<file path="src/rtl/fetch_stage_if.sv">
`default_nettype none
// ============================================================================
// Module      : fetch_stage_if
// Description : Instruction-memory bus between the fetch stage and memory.
//               A valid/ready request channel carries the fetch address.
//               A response channel returns instruction words in order and
//               cannot be back-pressured.
// Revision    : 1.0 - initial release
// ============================================================================
interface fetch_stage_if #(
    parameter int XLEN = 32
);
    logic            imem_req_valid;
    logic            imem_req_ready;
    logic [XLEN-1:0] imem_req_addr;
    logic            imem_rsp_valid;
    logic [XLEN-1:0] imem_rsp_data;

    // Fetch side: issues requests and consumes responses.
    modport master (
        output imem_req_valid,
        output imem_req_addr,
        input  imem_req_ready,
        input  imem_rsp_valid,
        input  imem_rsp_data
    );

    // Memory side: accepts requests and produces responses.
    modport slave (
        input  imem_req_valid,
        input  imem_req_addr,
        output imem_req_ready,
        output imem_rsp_valid,
        output imem_rsp_data
    );
endinterface
`default_nettype wire

</file>
<file path="src/rtl/fetch_stage.sv">
`default_nettype none
// ============================================================================
// Module      : fetch_stage
// Description : Instruction-fetch stage. It owns the PC and issues fetches
//               under a credit limit of DEPTH (in flight + buffered). It tags
//               in-flight requests with their PC and buffers responses in a
//               prefetch FIFO. It drives the IF/ID register under hazard
//               stall/flush control and EX/MEM redirects. Responses to
//               requests issued before a redirect are counted and discarded.
// Revision    : 1.0 - initial release
// ============================================================================
module fetch_stage #(
    parameter int              XLEN     = 32,
    parameter logic [XLEN-1:0] RESET_PC = '0,
    parameter int              DEPTH    = 2
) (
    input  wire logic            clk,
    input  wire logic            rst_n,
    fetch_stage_if.master        imem,
    input  wire logic            pc_write,
    input  wire logic            retain_if_id,
    input  wire logic            flush_if_id,
    input  wire logic            redirect_valid,
    input  wire logic [XLEN-1:0] redirect_pc,
    output logic                 if_id_valid,
    output logic [XLEN-1:0]      if_id_pc,
    output logic [XLEN-1:0]      if_id_instr
);

    // Counter width covers 0..DEPTH; pointer width covers 0..DEPTH-1.
    localparam int              c_CW      = $clog2(DEPTH + 1);
    localparam int              c_PW      = (DEPTH > 1) ? $clog2(DEPTH) : 1;
    localparam logic [c_CW:0]   c_DEPTH_W = (c_CW + 1)'(DEPTH);
    localparam logic [c_PW-1:0] c_LAST    = c_PW'(DEPTH - 1);
    localparam logic [XLEN-1:0] c_NOP     = XLEN'(32'h0000_0013);
    localparam logic [XLEN-1:0] c_PC_STEP = XLEN'(4);

    // Circular pointer advance that also works for non-power-of-two depths.
    function automatic logic [c_PW-1:0] ptr_inc(input logic [c_PW-1:0] p);
        return (p == c_LAST) ? '0 : p + c_PW'(1);
    endfunction

    // Architectural state
    logic [XLEN-1:0] r_pc;
    logic [c_CW-1:0] r_outstanding;   // all requests in flight, stale included
    logic [c_CW-1:0] r_drop_cnt;      // in-flight requests issued before a redirect
    logic [c_CW-1:0] r_count;         // prefetch FIFO occupancy

    // In-order tag queue: PC of every live in-flight request
    logic [XLEN-1:0] r_tag [DEPTH];
    logic [c_PW-1:0] r_tag_rd;
    logic [c_PW-1:0] r_tag_wr;

    // Prefetch FIFO of {pc, instr}
    logic [XLEN-1:0] r_fifo_pc    [DEPTH];
    logic [XLEN-1:0] r_fifo_instr [DEPTH];
    logic [c_PW-1:0] r_fifo_rd;
    logic [c_PW-1:0] r_fifo_wr;

    // IF/ID pipeline register
    logic            r_if_id_valid;
    logic [XLEN-1:0] r_if_id_pc;
    logic [XLEN-1:0] r_if_id_instr;

    // Combinational control
    logic w_credit_ok;
    logic w_req_valid;
    logic w_req_fire;
    logic w_rsp_valid;
    logic w_rsp_drop;
    logic w_rsp_keep;
    logic w_push;
    logic w_pop;

    // Credit counts stale requests too, so the FIFO can never overflow.
    assign w_credit_ok = ({1'b0, r_outstanding} + {1'b0, r_count}) < c_DEPTH_W;

    // Request valid depends only on state, pc_write and redirect_valid, never
    // on ready. It is forced low while reset is asserted.
    assign w_req_valid = rst_n & pc_write & ~redirect_valid & w_credit_ok;
    assign w_req_fire  = w_req_valid & imem.imem_req_ready;

    assign w_rsp_valid = imem.imem_rsp_valid;
    assign w_rsp_drop  = w_rsp_valid & (r_drop_cnt != '0);
    assign w_rsp_keep  = w_rsp_valid & (r_drop_cnt == '0);

    // A kept response in a redirect cycle belongs to the old path and is lost
    // with the FIFO clear.
    assign w_push = w_rsp_keep & ~redirect_valid;

    // Pop uses occupancy at the start of the cycle. A response landing in an
    // empty FIFO therefore reaches IF/ID one cycle later.
    assign w_pop  = ~redirect_valid & ~flush_if_id & ~retain_if_id & (r_count != '0);

    assign imem.imem_req_valid = w_req_valid;
    assign imem.imem_req_addr  = r_pc;

    assign if_id_valid = r_if_id_valid;
    assign if_id_pc    = r_if_id_pc;
    assign if_id_instr = r_if_id_instr;

    // PC: jumps to the redirect target, otherwise advances on each accepted fetch.
    always_ff @(posedge clk or negedge rst_n) begin
        if (!rst_n) begin
            r_pc <= RESET_PC;
        end else if (redirect_valid) begin
            r_pc <= redirect_pc;
        end else if (w_req_fire) begin
            r_pc <= r_pc + c_PC_STEP;
        end
    end

    // Outstanding counter: +1 per accepted request, -1 per response of any kind.
    always_ff @(posedge clk or negedge rst_n) begin
        if (!rst_n) begin
            r_outstanding <= '0;
        end else if (w_req_fire && !w_rsp_valid) begin
            r_outstanding <= r_outstanding + c_CW'(1);
        end else if (!w_req_fire && w_rsp_valid) begin
            r_outstanding <= r_outstanding - c_CW'(1);
        end
    end

    // Drop counter: on redirect, every request still in flight after this
    // cycle becomes stale. Each later response retires one stale request.
    always_ff @(posedge clk or negedge rst_n) begin
        if (!rst_n) begin
            r_drop_cnt <= '0;
        end else if (redirect_valid) begin
            r_drop_cnt <= w_rsp_valid ? (r_outstanding - c_CW'(1)) : r_outstanding;
        end else if (w_rsp_drop) begin
            r_drop_cnt <= r_drop_cnt - c_CW'(1);
        end
    end

    // Tag queue pointers: write on issue, read on each kept response.
    always_ff @(posedge clk or negedge rst_n) begin
        if (!rst_n) begin
            r_tag_rd <= '0;
            r_tag_wr <= '0;
        end else if (redirect_valid) begin
            r_tag_rd <= '0;
            r_tag_wr <= '0;
        end else begin
            if (w_req_fire) begin
                r_tag_wr <= ptr_inc(r_tag_wr);
            end
            if (w_rsp_keep) begin
                r_tag_rd <= ptr_inc(r_tag_rd);
            end
        end
    end

    // FIFO pointers and occupancy: cleared on redirect, otherwise push/pop.
    always_ff @(posedge clk or negedge rst_n) begin
        if (!rst_n) begin
            r_fifo_rd <= '0;
            r_fifo_wr <= '0;
            r_count   <= '0;
        end else if (redirect_valid) begin
            r_fifo_rd <= '0;
            r_fifo_wr <= '0;
            r_count   <= '0;
        end else begin
            if (w_push) begin
                r_fifo_wr <= ptr_inc(r_fifo_wr);
            end
            if (w_pop) begin
                r_fifo_rd <= ptr_inc(r_fifo_rd);
            end
            if (w_push && !w_pop) begin
                r_count <= r_count + c_CW'(1);
            end else if (!w_push && w_pop) begin
                r_count <= r_count - c_CW'(1);
            end
        end
    end

    // Storage arrays need no reset; validity comes from the pointers and counts.
    always_ff @(posedge clk) begin
        if (w_req_fire) begin
            r_tag[r_tag_wr] <= r_pc;
        end
        if (w_push) begin
            r_fifo_pc[r_fifo_wr]    <= r_tag[r_tag_rd];
            r_fifo_instr[r_fifo_wr] <= imem.imem_rsp_data;
        end
    end

    // IF/ID register in priority order: redirect, flush, retain, then load.
    always_ff @(posedge clk or negedge rst_n) begin
        if (!rst_n) begin
            r_if_id_valid <= 1'b0;
            r_if_id_pc    <= '0;
            r_if_id_instr <= c_NOP;
        end else if (redirect_valid || flush_if_id) begin
            r_if_id_valid <= 1'b0;
            r_if_id_instr <= c_NOP;
        end else if (!retain_if_id) begin
            if (r_count != '0) begin
                r_if_id_valid <= 1'b1;
                r_if_id_pc    <= r_fifo_pc[r_fifo_rd];
                r_if_id_instr <= r_fifo_instr[r_fifo_rd];
            end else begin
                r_if_id_valid <= 1'b0;
                r_if_id_instr <= c_NOP;
            end
        end
    end

endmodule
`default_nettype wire

</file>
<file path="src/flat_wrapper.sv">
// flat-port wrapper written by rule: the top's interface ports become plain ports
module fetch_stage_flat 
#(
    parameter int              XLEN     = 32,
    parameter logic [XLEN-1:0] RESET_PC = '0,
    parameter int              DEPTH    = 2
)
  (clk, rst_n, pc_write, retain_if_id, flush_if_id, redirect_valid, redirect_pc, if_id_valid, if_id_pc, if_id_instr, imem_imem_req_valid, imem_imem_req_addr, imem_imem_req_ready, imem_imem_rsp_valid, imem_imem_rsp_data);
  fetch_stage_if #(.XLEN(XLEN)) imem_i ();
  input  wire logic clk;
  input  wire logic rst_n;
  input  wire logic pc_write;
  input  wire logic retain_if_id;
  input  wire logic flush_if_id;
  input  wire logic redirect_valid;
  input  wire logic [XLEN-1:0] redirect_pc;
  output logic if_id_valid;
  output logic [XLEN-1:0] if_id_pc;
  output logic [XLEN-1:0] if_id_instr;
  output wire logic [$bits(imem_i.imem_req_valid)-1:0] imem_imem_req_valid;
  output wire logic [$bits(imem_i.imem_req_addr)-1:0] imem_imem_req_addr;
  input wire logic [$bits(imem_i.imem_req_ready)-1:0] imem_imem_req_ready;
  input wire logic [$bits(imem_i.imem_rsp_valid)-1:0] imem_imem_rsp_valid;
  input wire logic [$bits(imem_i.imem_rsp_data)-1:0] imem_imem_rsp_data;
  assign imem_imem_req_valid = imem_i.imem_req_valid;
  assign imem_imem_req_addr = imem_i.imem_req_addr;
  assign imem_i.imem_req_ready = imem_imem_req_ready;
  assign imem_i.imem_rsp_valid = imem_imem_rsp_valid;
  assign imem_i.imem_rsp_data = imem_imem_rsp_data;
  fetch_stage #(.XLEN(XLEN), .RESET_PC(RESET_PC), .DEPTH(DEPTH)) u_core (.clk(clk), .rst_n(rst_n), .imem(imem_i), .pc_write(pc_write), .retain_if_id(retain_if_id), .flush_if_id(flush_if_id), .redirect_valid(redirect_valid), .redirect_pc(redirect_pc), .if_id_valid(if_id_valid), .if_id_pc(if_id_pc), .if_id_instr(if_id_instr));
endmodule
</file>
<file path="config.mk">
export PLATFORM = sky130hd
export DESIGN_NAME = fetch_stage_flat
export DESIGN_NICKNAME = d
export VERILOG_FILES = /design/src/rtl/fetch_stage_if.sv /design/src/rtl/fetch_stage.sv /design/src/flat_wrapper.sv
export SDC_FILE = /design/constraint.sdc
export NUM_CORES = 1
export LEC_CHECK = 0
export BUFFER_PORTS_ARGS = -buffer_cell sky130_fd_sc_hd__buf_2
export CAP_MARGIN = 20
export CORE_ASPECT_RATIO = 1.5
export CORE_UTILIZATION = 60
export CTS_CLUSTER_DIAMETER = 200
export CTS_CLUSTER_SIZE = 30
export DETAILED_ROUTE_END_ITERATION = 7
export PLACE_DENSITY = 0.93
export SYNTH_ARGS = -nofsm -noshare
export SYNTH_HDL_FRONTEND = slang
export SYNTH_SLANG_ARGS = --single-unit
</file>
<file path="constraint.sdc">
create_clock -name clk -period 10.71 [get_ports clk]
set_input_delay 2.142 -clock clk [delete_from_list [all_inputs] [get_ports clk]]
set_output_delay 2.142 -clock clk [all_outputs]
set_load 0.01 [all_outputs]
</file>
==> results.sh, run 1 <==
export IMPL_viasPerCell=5.674
export IMPL_cp_startpoint="redirect_valid"
export IMPL_io_buffer_count=169
export IMPL_synth_compound_area_frac=0.05786
export IMPL_dp_hpwl_mm=14.76
export IMPL_gp_congestion=0.8890
export IMPL_syn_avg_cell_area_sq_um=14.66
export IMPL_drt_pass1_iterations=5
export IMPL_p_int_uw=1767
export IMPL_synth_most_common_cell="edfxtp_1"
export IMPL_antenna_left=0
export IMPL_timing_hold_ws_ns=0.4837
export IMPL_drive_gt1_frac=0.2545
export IMPL_yosysTopAreaCell="edfxtp_1"
export IMPL_met3_length_mm=1.097
export IMPL_post_cts_resized=0
export IMPL_dieArea_sq_um=19850
export IMPL_met2WireLength_mm=11.75
export IMPL_stdcell_area_sq_um=13080
export IMPL_dpl_cell_area_sq_um=12670
export IMPL_r2r_setup_slack_ns=7.60
export IMPL_drc=0
export IMPL_yosysWarnings=0
export IMPL_worstPathArrival_ns=3.14
export IMPL_cp_cell_sequence="buf_2 > buf_4 > nand4bb_4 > nor2_1 > buf_2"
export IMPL_outcome="completed"
export IMPL_period_share=0.4936
export IMPL_synth_top_cell_area_share=0.4983
export IMPL_htree_levels=1
export IMPL_synth_cell_types=47
export IMPL_ios=170
export IMPL_start_util=0.6187
export IMPL_criticalPathCategory="input pin to output port"
export IMPL_cpPeakStageDelay_ns=0.46
export IMPL_vias=6849
export IMPL_fin_crit_ns=5.286
export IMPL_hold_buffers=0
export IMPL_syn_num_nets=865
export IMPL_wl_per_cell_um=18.55
export IMPL_row_count=61
export IMPL_sw_frac_of_total=0.2638
export IMPL_synth_simple_area_share=0.08414
export IMPL_r2r_start="u_core.r_count[0]"
export IMPL_grt_pass1_wl_mm=34.65
export IMPL_pwr_share_seq=0.605
export IMPL_switchingPower_uw=633.1
export IMPL_rsz0062_at_grt="false"
export IMPL_fill_cells=1253
export IMPL_ys_seq_elements=299
export IMPL_finalHoldViolations=0
export IMPL_start_kind="input pin"
export IMPL_wl_mm=22.39
export IMPL_critical_path_peak_fanout=58
export IMPL_synthMuxAreaShare=0.09365
export IMPL_dr_max_layer_used="met4"
export IMPL_die_w_um=115.4
export IMPL_synth_edff_count=192
export IMPL_die_height_um=172.1
export IMPL_root_buffer="clkbuf_16"
export IMPL_cts_tree="yes"
export IMPL_gr_total_overflow=0
export IMPL_synth_xor_area_frac=0.01287
export IMPL_clk_path_buf_depth=3
export IMPL_crit_top_cell="buf_2"
export IMPL_min_from="u_core.if_id_instr[10]"
export IMPL_clk_pin_slew_ns=0.10
export IMPL_cts_made_buffers=13
export IMPL_grt_usage=0.2291
export IMPL_syn_cell_area_sq_um=11570
export IMPL_p_leak_uw=0.005053
export IMPL_fmax_mhz=189.2
export IMPL_finalSetupViolCount=0
export IMPL_tightest_slew_ns=0.9007
export IMPL_num_antenna_cells=0
export IMPL_finalMaxSlewViolations=0
export IMPL_setup_tns_ns=0
export IMPL_clock_power_share=0.229
export IMPL_clkSinkCount=299
export IMPL_drtIter0Drc=422
export IMPL_ys_seq_area_frac=0.7301
export IMPL_core_sq_um=18700
export IMPL_slew_headroom=0.3995
export IMPL_synth_area_top_cells="edfxtp_1 (50%), dfrtp_1 (22%), mux2i_1 (6.1%), o21ai_0 (3.4%), mux2_2 (3.3%)"
export IMPL_syn_inst=789
export IMPL_synth_async_reset_ratio=0.3579
export IMPL_drt_met1_wl_mm=8.716
export IMPL_powerDensity_nw_per_um2=183.4
export IMPL_synth_adder_area_share=0.004975
export IMPL_combPwrFrac=0.166
export IMPL_grt_max_degree=70
export IMPL_synth_top_family_by_area="multiplexers"
export IMPL_hold_class="flip-flop to flip-flop"
export IMPL_slowest_stage="buf_4"
export IMPL_synth_commonest_cells="edfxtp_1 (192), dfrtp_1 (104), nand2_1 (101)"
export IMPL_cts_setup_buffers=0
export IMPL_max_cap_violations=0
export IMPL_fin_skew_ns=0.01676
export IMPL_required_ns=8.57
export IMPL_critPathCaptureType="output port"
export IMPL_grt_pass1_vias=6768
export IMPL_area_growth_pct=13.06
export IMPL_clk_insertion_delay_late_ns=0.48
export IMPL_grt_antenna_before_repair=0
export IMPL_synth_top_flop_cell="edfxtp_1"
export IMPL_nets=1025
export IMPL_max_vdd_ir_drop_mv=0.09291
==> kinds of logic after synthesis <==
kind of cell,Yosys count
compound gates,118
xor+xnor,17
fa+ha+maj,4
buf+inv,46
flops,299
mux,104
simple gates,201
==> power groups by stage <==
stage                     Sequential [uW]  Combinational, uW  Clock [uW]
after global placement               1470                375           0
after CTS                            1460                397         558
after detailed placement             1480                394           0
after floorplan                      1490                205           0
final                                1450                399         550
after global routing                 1470                437         594
==> final timing paths <==
| kind | cells past startpoint | to |
|---|---|---|
| setup / recovery | 5 | imem_imem_req_valid |
| hold / removal | 2 | u_core.if_id_instr[10] |
| setup reg to reg | 9 | u_core.imem.imem_req_addr[4] |
| hold reg to reg | 2 | u_core.if_id_instr[10] |
| max in group asynchronous | 3 | u_core.imem.imem_req_addr[9] |
| min in group asynchronous | 2 | u_core.imem.imem_req_addr[25] |
==> registers in the layout, summed over array words and instances, names as in the netlist <==
name / flops
u_core.r_tag: 64
u_core.r_outstanding: 2
u_core.if_id_pc: 32
u_core.r_count: 2
u_core.if_id_valid: 1
u_core.r_fifo_pc: 64
u_core.r_tag_wr: 1
u_core.imem.imem_req_addr: 32
u_core.r_fifo_instr: 64
u_core.r_drop_cnt: 2
u_core.r_fifo_wr: 1
u_core.r_tag_rd: 1
u_core.if_id_instr: 32
u_core.r_fifo_rd: 1
==> layout make-up <==
| type | count | area (sq um) | share of cell area |
|---|---|---|---|
| repair buffers | 181 | 975.9 | 0.07461 |
| clock buffers | 21 | 355.3 | 0.02716 |
| inverters | 10 | 37.54 | 0.002869 |
| multi-input cells | 444 | 2947 | 0.2253 |
| flip-flops and latches | 299 | 8451 | 0.6460 |
| well taps | 252 | 315.3 | 0.02410 |
==> routing by layer <==
| layer | track usage | up-vias |
|---|---|---|
| met4 | 0.09260 | 0 |
| li1 | - | 3212 |
| met5 | 0 | - |
| met3 | 0.02629 | 41 |
| met2 | 0.4150 | 226 |
| met1 | 0.2769 | 3370 |
==> critical path: cells and delay by family <==
kind,cells,cell delay [ns]
AND/OR/NAND/NOR,2,0.32
buffers and inverters,3,0.67
==> through the flow <==
stage               power (uW)  worst slack, ns  utilization  std cells
floorplan                 1697            2.884            -        789
global placement          1846            5.434       0.6778       1184
detailed placement        1873            5.418       0.6778       1184
CTS                       2411            5.415       0.6968       1205
global route              2498            5.323       0.6996       1207
finish                    2400            5.424       0.6996       1207
==> cell usage in the layout (no fill, tap or decap), types with 2 or more instances in the layout <==
cell and instances:
nor4_1 5, clkbuf_1 8, and4_1 2, a21o_1 3
buf_4 11, inv_1 10, mux2i_1 70, xor2_1 9
buf_2 168, and2_1 3, o211ai_1 11, nor2_2 2
nand3_1 25, o21ai_0 79, nor2_1 25, a22oi_1 2
nand2b_1 2, nand4_1 11, and3_1 4, dfrtp_1 103
nand2_1 101, xnor2_1 8, mux2_2 34, ha_1 3
a21oi_1 11, edfxtp_1 192, o311ai_0 5, or3_1 2
nor2b_1 2, dfstp_2 3, nor3_1 8, a31oi_1 2
clkbuf_16 14
(Power assumes the default switching activity.)
==> inputs of run 2 (changes only) <==
--- a/config.mk
+++ b/config.mk
@@ -5,14 +5,15 @@
 export SDC_FILE = /design/constraint.sdc
 export NUM_CORES = 1
 export LEC_CHECK = 0
+export ABC_AREA = 1
 export BUFFER_PORTS_ARGS = -buffer_cell sky130_fd_sc_hd__buf_2
 export CAP_MARGIN = 20
 export CORE_ASPECT_RATIO = 1.5
-export CORE_UTILIZATION = 60
+export CORE_UTILIZATION = 57
 export CTS_CLUSTER_DIAMETER = 200
 export CTS_CLUSTER_SIZE = 30
 export DETAILED_ROUTE_END_ITERATION = 7
-export PLACE_DENSITY = 0.93
+export PLACE_DENSITY = 0.89
 export SYNTH_ARGS = -nofsm -noshare
 export SYNTH_HDL_FRONTEND = slang
 export SYNTH_SLANG_ARGS = --single-unit
==> constraint.sdc (replaced) <==
create_clock -name clk -period 5.2 [get_ports clk]
set_input_delay 1.04 -clock clk [delete_from_list [all_inputs] [get_ports clk]]
set_output_delay 1.04 -clock clk [all_outputs]
set_load 0.01 [all_outputs]
==> results.sh, run 2 <==
export IMPL_vias=8064
export IMPL_period_share=0.6377
export IMPL_mostFrequentLayoutCell="nand2_1"
export IMPL_drc=0
export IMPL_worstPathArrival_ns=2.28
export IMPL_synthMuxAreaShare=0.02397
export IMPL_rsz0062_at_grt="false"
export IMPL_powerDensity_nw_per_um2=386.7
export IMPL_viasPerCell=5.394
export IMPL_yosysWarnings=0
export IMPL_clk_pin_slew_ns=0.10
export IMPL_synth_top_family_by_area="simple AND/OR/NAND/NOR gates"
export IMPL_row_count=65
export IMPL_syn_avg_cell_area_sq_um=11.32
export IMPL_slew_headroom=0.3132
export IMPL_criticalPathCategory="input pin to output port"
export IMPL_top_regs="u_core.r_fifo_instr x64, u_core.r_fifo_pc x64, u_core.r_tag x64"
export IMPL_area_growth_pct=12.12
export IMPL_ys_seq_area_frac=0.6974
export IMPL_syn_inst=1070
export IMPL_io_buffer_count=169
export IMPL_htree_levels=1
export IMPL_synth_top_cell_area_share=0.4760
export IMPL_die_height_um=180.5
export IMPL_finalMaxSlewViolations=0
export IMPL_syn_cell_area_sq_um=12110
export IMPL_fin_crit_ns=3.316
export IMPL_root_buffer="clkbuf_16"
export IMPL_fmax_mhz=301.6
export IMPL_gr_total_overflow=0
export IMPL_mostFrequentLayoutCells="nand2_1 (311), edfxtp_1 (192), buf_2 (168)"
export IMPL_wl_mm=24.56
export IMPL_synth_xor_area_frac=0.007955
export IMPL_drtIter0Drc=566
export IMPL_grt_usage=0.2284
export IMPL_clk_insertion_delay_late_ns=0.48
export IMPL_fin_skew_ns=0.01299
export IMPL_clkSinkCount=299
export IMPL_core_sq_um=20900
export IMPL_yosysTopAreaCell="edfxtp_1"
export IMPL_grt_pass1_vias=7927
export IMPL_setup_tns_ns=0
export IMPL_syn_num_nets=1146
export IMPL_wl_per_cell_um=16.43
export IMPL_nets=1297
export IMPL_cts_made_buffers=13
export IMPL_max_cap_violations=0
export IMPL_dieArea_sq_um=21850
export IMPL_ys_seq_elements=299
export IMPL_finalSetupViolCount=0
export IMPL_hold_class="flip-flop to flip-flop"
export IMPL_clk_path_buf_depth=3
export IMPL_drt_pass1_iterations=5
export IMPL_synth_top_flop_cell="edfxtp_1"
export IMPL_synth_edff_count=192
export IMPL_synth_compound_area_frac=0.04959
export IMPL_hold_buffers=0
export IMPL_die_w_um=121.0
export IMPL_p_leak_uw=0.005712
export IMPL_max_vdd_ir_drop_mv=0.1861
export IMPL_dp_hpwl_mm=16.90
export IMPL_synth_async_reset_ratio=0.3579
export IMPL_critPathCaptureType="output port"
export IMPL_ios=170
export IMPL_grt_pass1_wl_mm=39.14
export IMPL_synth_commonest_cells="nand2_1 (311), edfxtp_1 (192), nor2_1 (110)"
export IMPL_tightest_slew_ns=1.030
export IMPL_start_util=0.5795
export IMPL_cts_tree="yes"
export IMPL_synth_cell_types=34
export IMPL_synth_area_top_cells="edfxtp_1 (48%), dfrtp_1 (21%), nand2_1 (9.6%), nand3_1 (4.1%), nor2_1 (3.4%)"
export IMPL_required_ns=4.16
export IMPL_critical_path_peak_fanout=27
export IMPL_fin_util=0.6497
export IMPL_antenna_left=0
export IMPL_outcome="completed"
export IMPL_start_kind="input pin"
export IMPL_gp_congestion=0.8846
export IMPL_post_cts_resized=0
export IMPL_synth_adder_area_share=0.004752
export IMPL_drive_gt1_frac=0.1850
export IMPL_synth_most_common_cell="nand2_1"
export IMPL_synth_simple_area_share=0.1816
export IMPL_cts_setup_buffers=0
export IMPL_grt_max_degree=97
export IMPL_finalHoldViolations=0
export IMPL_grt_antenna_before_repair=0
export IMPL_num_antenna_cells=0
-- run 2: changes by cell type in the layout (fill, tap and decap cells not counted), moves of 9 or more --
cell | before | now
clkinv_1 | 0 | 9
mux2_2 | 34 | 0
mux2i_1 | 70 | 29
o21ai_0 | 79 | 8
o21ai_1 | 0 | 30
nand2_1 | 101 | 311
inv_1 | 10 | 39
nand3_1 | 25 | 100
o21bai_1 | 0 | 9
o31ai_1 | 0 | 24
nor2_1 | 25 | 107
o211ai_1 | 11 | 2
-- run 2: layer usage --
layer	share of wire	vias to the layer above	wire [um]	track usage
met5	0	-	0	0
met1	0.37	3795	8993	0.2640
met3	0.051	61	1258	0.02184
met2	0.55	304	13410	0.4251
met4	0.037	0	901	0.09481
li1	-	3904	-	-
-- run 2: final cells by class --
type / instances / area [sq um]
timing repair buffer: 181 / 963.4
fill: 1530 / 7322
sequential: 299 / 8448
tap: 268 / 335.3
inverter: 56 / 210.2
clock buffer: 21 / 355.3
multi-input combinational: 670 / 3267
-- run 2: logic make-up after synthesis --
kind of cell / Yosys count
buffers and inverters: 101
adder cells (fa/ha/maj): 4
flip-flops: 299
multiplexers: 29
AO/OA/AOI/OAI: 88
XOR/XNOR: 11
AND/OR/NAND/NOR: 538
-- run 2: path summary, 6_finish.rpt --
check / startpoint / endpoint / slack [ns] / cells past startpoint
max: redirect_valid / imem_imem_req_valid / 1.88 / 5
max reg2reg: u_core.r_count[0] / u_core.r_outstanding[1] / 2.56 / 11
max in group asynchronous: rst_n / u_core.if_id_pc[5] / 3.28 / 3
min: u_core.if_id_pc[17] / u_core.if_id_pc[17] / 0.49 / 2
min reg2reg: u_core.if_id_pc[17] / u_core.if_id_pc[17] / 0.49 / 2
min in group asynchronous: rst_n / u_core.r_count[0] / 0.76 / 2
-- run 2: per-stage QoR --
| stage | power [uW] | setup WS [ns] | instance area (sq um) | std cells | hold slack [ns] |
|---|---|---|---|---|---|
| after floorplan | 3714 | 0.7085 | 12110 | 1070 | 0.4908 |
| after global placement | 4105 | 1.738 | 13200 | 1473 | 0.4603 |
| after detailed placement | 4168 | 1.651 | 13200 | 1473 | 0.4640 |
| after CTS | 5278 | 1.906 | 13560 | 1494 | 0.4895 |
| after global routing | 5506 | 1.728 | 13580 | 1495 | 0.5067 |
| final | 5251 | 1.884 | 13580 | 1495 | 0.4876 |
-- run 2: critical path, cell delays in order --
cell and delay [ns]:
buf_2 0.23, inv_2 0.41, nand3_1 0.17, nor3_1 0.24, buf_2 0.18
-- run 2: power breakdown --
part	internal (uW)	switching (uW)
sequential	2870	224
clock	478	658
combinational	378	639
total	3730	1520
==> inputs of run 3 (changes only) <==
--- a/config.mk
+++ b/config.mk
@@ -9,11 +9,11 @@
 export BUFFER_PORTS_ARGS = -buffer_cell sky130_fd_sc_hd__buf_2
 export CAP_MARGIN = 20
 export CORE_ASPECT_RATIO = 1.5
-export CORE_UTILIZATION = 57
+export CORE_UTILIZATION = 52
 export CTS_CLUSTER_DIAMETER = 200
 export CTS_CLUSTER_SIZE = 30
 export DETAILED_ROUTE_END_ITERATION = 7
-export PLACE_DENSITY = 0.89
+export PLACE_DENSITY = 0.86
 export SYNTH_ARGS = -nofsm -noshare
 export SYNTH_HDL_FRONTEND = slang
 export SYNTH_SLANG_ARGS = --single-unit
==> constraint.sdc (replaced) <==
create_clock -name clk -period 2.7 [get_ports clk]
set_input_delay 0.54 -clock clk [delete_from_list [all_inputs] [get_ports clk]]
set_output_delay 0.54 -clock clk [all_outputs]
set_load 0.01 [all_outputs]
==> results.sh, run 3 (synthesized netlist as in run 2, its figures left out) <==
export IMPL_outcome="completed"
export IMPL_p_leak_uw=0.005751
export IMPL_powerDensity_nw_per_um2=742.2
export IMPL_slowest_stage="dfrtp_1"
export IMPL_grt_pass1_vias=7887
export IMPL_rsz0062_at_grt="false"
export IMPL_mostFrequentLayoutCells="nand2_1 (311), edfxtp_1 (192), buf_2 (168)"
export IMPL_criticalPathCategory="flip-flop to output port"
export IMPL_clk_path_buf_depth=3
export IMPL_worstPathArrival_ns=2.00
export IMPL_tightest_slew_ns=0.9538
export IMPL_antenna_left=0
export IMPL_drt_pass1_iterations=5
export IMPL_finalSetupViolCount=0
export IMPL_die_height_um=188.9
export IMPL_pwr_share_seq=0.585
export IMPL_grt_pass1_wl_mm=40.44
export IMPL_required_ns=2.16
export IMPL_num_antenna_cells=0
export IMPL_clkSinkCount=299
export IMPL_fmax_mhz=394.2
export IMPL_critical_path_peak_fanout=4
export IMPL_cts_made_buffers=13
export IMPL_instances_no_fill=1512
export IMPL_r2r_end="u_core.r_tag[0][2]"
export IMPL_cp_buffers_inverters=2
export IMPL_cpPeakStageDelay_ns=0.46
export IMPL_fill_cells=1856
export IMPL_clk_pin_slew_ns=0.12
export IMPL_dp_hpwl_mm=17.34
export IMPL_start_kind="flip-flop"
export IMPL_setup_tns_ns=0
export IMPL_top_regs="u_core.r_fifo_instr x64, u_core.r_fifo_pc x64, u_core.r_tag x64"
export IMPL_viasPerCell=5.370
export IMPL_mostFrequentLayoutCell="nand2_1"
export IMPL_path_delay_family="flip-flops"
export IMPL_multi_input_area_sq_um=3267
export IMPL_rr_worst_depth=9
export IMPL_dp_cells=1490
export IMPL_drc=0
export IMPL_clk_insertion_delay_late_ns=0.49
export IMPL_fin_crit_ns=2.537
export IMPL_combPwrFrac=0.198
export IMPL_gr_total_overflow=0
export IMPL_cp_startpoint="u_core.r_outstanding[0]"
export IMPL_die_w_um=126.6
export IMPL_dpl_cell_area_sq_um=13310
export IMPL_start_util=0.5272
export IMPL_timing_hold_ws_ns=0.1512
export IMPL_r2r_setup_slack_ns=0.30
export IMPL_sw_frac_of_total=0.2914
export IMPL_cts_tree="yes"
export IMPL_finalHoldViolations=0
export IMPL_ios=170
export IMPL_critPathCaptureType="output port"
export IMPL_io_buffer_count=169
export IMPL_r2r_start="u_core.r_outstanding[0]"
export IMPL_slew_headroom=0.3602
export IMPL_p_int_uw=7196
export IMPL_hold_buffers=0
export IMPL_gp_congestion=0.8633
export IMPL_htree_levels=1
export IMPL_grt_antenna_before_repair=0
export IMPL_max_vdd_ir_drop_mv=0.4092
export IMPL_drtIter0Drc=437
export IMPL_finalMaxSlewViolations=0
export IMPL_cp_cell_sequence="nand2_1 > inv_1 > fa_1 > nor3_1 > buf_2"
export IMPL_drive_gt1_frac=0.1883
export IMPL_wl_mm=25.28
export IMPL_dieArea_sq_um=23920
export IMPL_core_sq_um=22970
export IMPL_post_cts_resized=0
export IMPL_grt_usage=0.2136
export IMPL_grt_max_degree=108
export IMPL_switchingPower_uw=2959
export IMPL_wl_per_cell_um=16.72
export IMPL_final_seq_area_sq_um=8448
export IMPL_nets=1302
export IMPL_vias=8119
export IMPL_fin_skew_ns=0.02392
export IMPL_area_growth_pct=12.97
export IMPL_max_cap_violations=0
export IMPL_root_buffer="clkbuf_16"
export IMPL_stdcell_area_sq_um=13680
export IMPL_clock_power_share=0.217
export IMPL_cts_setup_buffers=0
export IMPL_row_count=68
export IMPL_period_share=0.9395
export IMPL_hold_class="input pin to async pin"
-- run 3: cell types whose count changed in the layout (fill, tap and decap cells not counted), sizes merged --
cell | before | now
buf | 181 | 186
-- run 3: through the flow --
stage	power, uW	utilization	worst slack [ns]
after CTS	10220	0.5947	0.1722
after global placement	7942	0.5792	0.4062
after global routing	10650	0.5956	0.1338
after floorplan	7150	-	-0.2382
final	10150	0.5956	0.1633
after detailed placement	8060	0.5792	0.3365
-- run 3: power groups by stage --
| stage | combinational (uW) | sequential (uW) | clock [uW] |
|---|---|---|---|
| after floorplan | 1050 | 6100 | 0 |
| after CTS | 2030 | 5940 | 2250 |
| after global routing | 2240 | 6010 | 2410 |
| after global placement | 1940 | 6000 | 0 |
| after detailed placement | 2020 | 6040 | 0 |
| final | 2010 | 5940 | 2200 |
-- run 3: layout make-up --
type	count	share of cell area
Timing Repair Buffer	186	0.07682
Multi-Input combinational cell	670	0.2388
Sequential cell	299	0.6175
Clock buffer	21	0.02597
Inverter	56	0.01536
Tap cell	280	0.02561
-- run 3: worst max path at each step --
stage / end / slack, ns / cells past startpoint
floorplan: u_core.r_fifo_instr[0][0] / -0.24 / 3
global placement: u_core.r_tag[0][5] / 0.41 / 9
detailed placement: u_core.if_id_instr[5] / 0.34 / 6
CTS: imem_imem_req_valid / 0.17 / 5
global route: imem_imem_req_valid / 0.13 / 5
finish: imem_imem_req_valid / 0.16 / 5
-- run 3: worst reg2reg max path, cell delays in order (launching register included) --
cell,delay (ns)
dfrtp_1,0.46
nand2_1,0.08
inv_1,0.05
fa_1,0.46
nor2_1,0.22
nand3b_4,0.19
inv_2,0.21
nand2_1,0.09
inv_1,0.10
buf_12,0.22
-- run 3: per-layer routing --
metal | track usage | wire [um] | up-vias
met5 | 0 | 0 | -
met4 | 0.06719 | 671 | 0
met3 | 0.01695 | 1042 | 38
met2 | 0.4048 | 13880 | 245
met1 | 0.2556 | 9686 | 3921
li1 | - | - | 3915
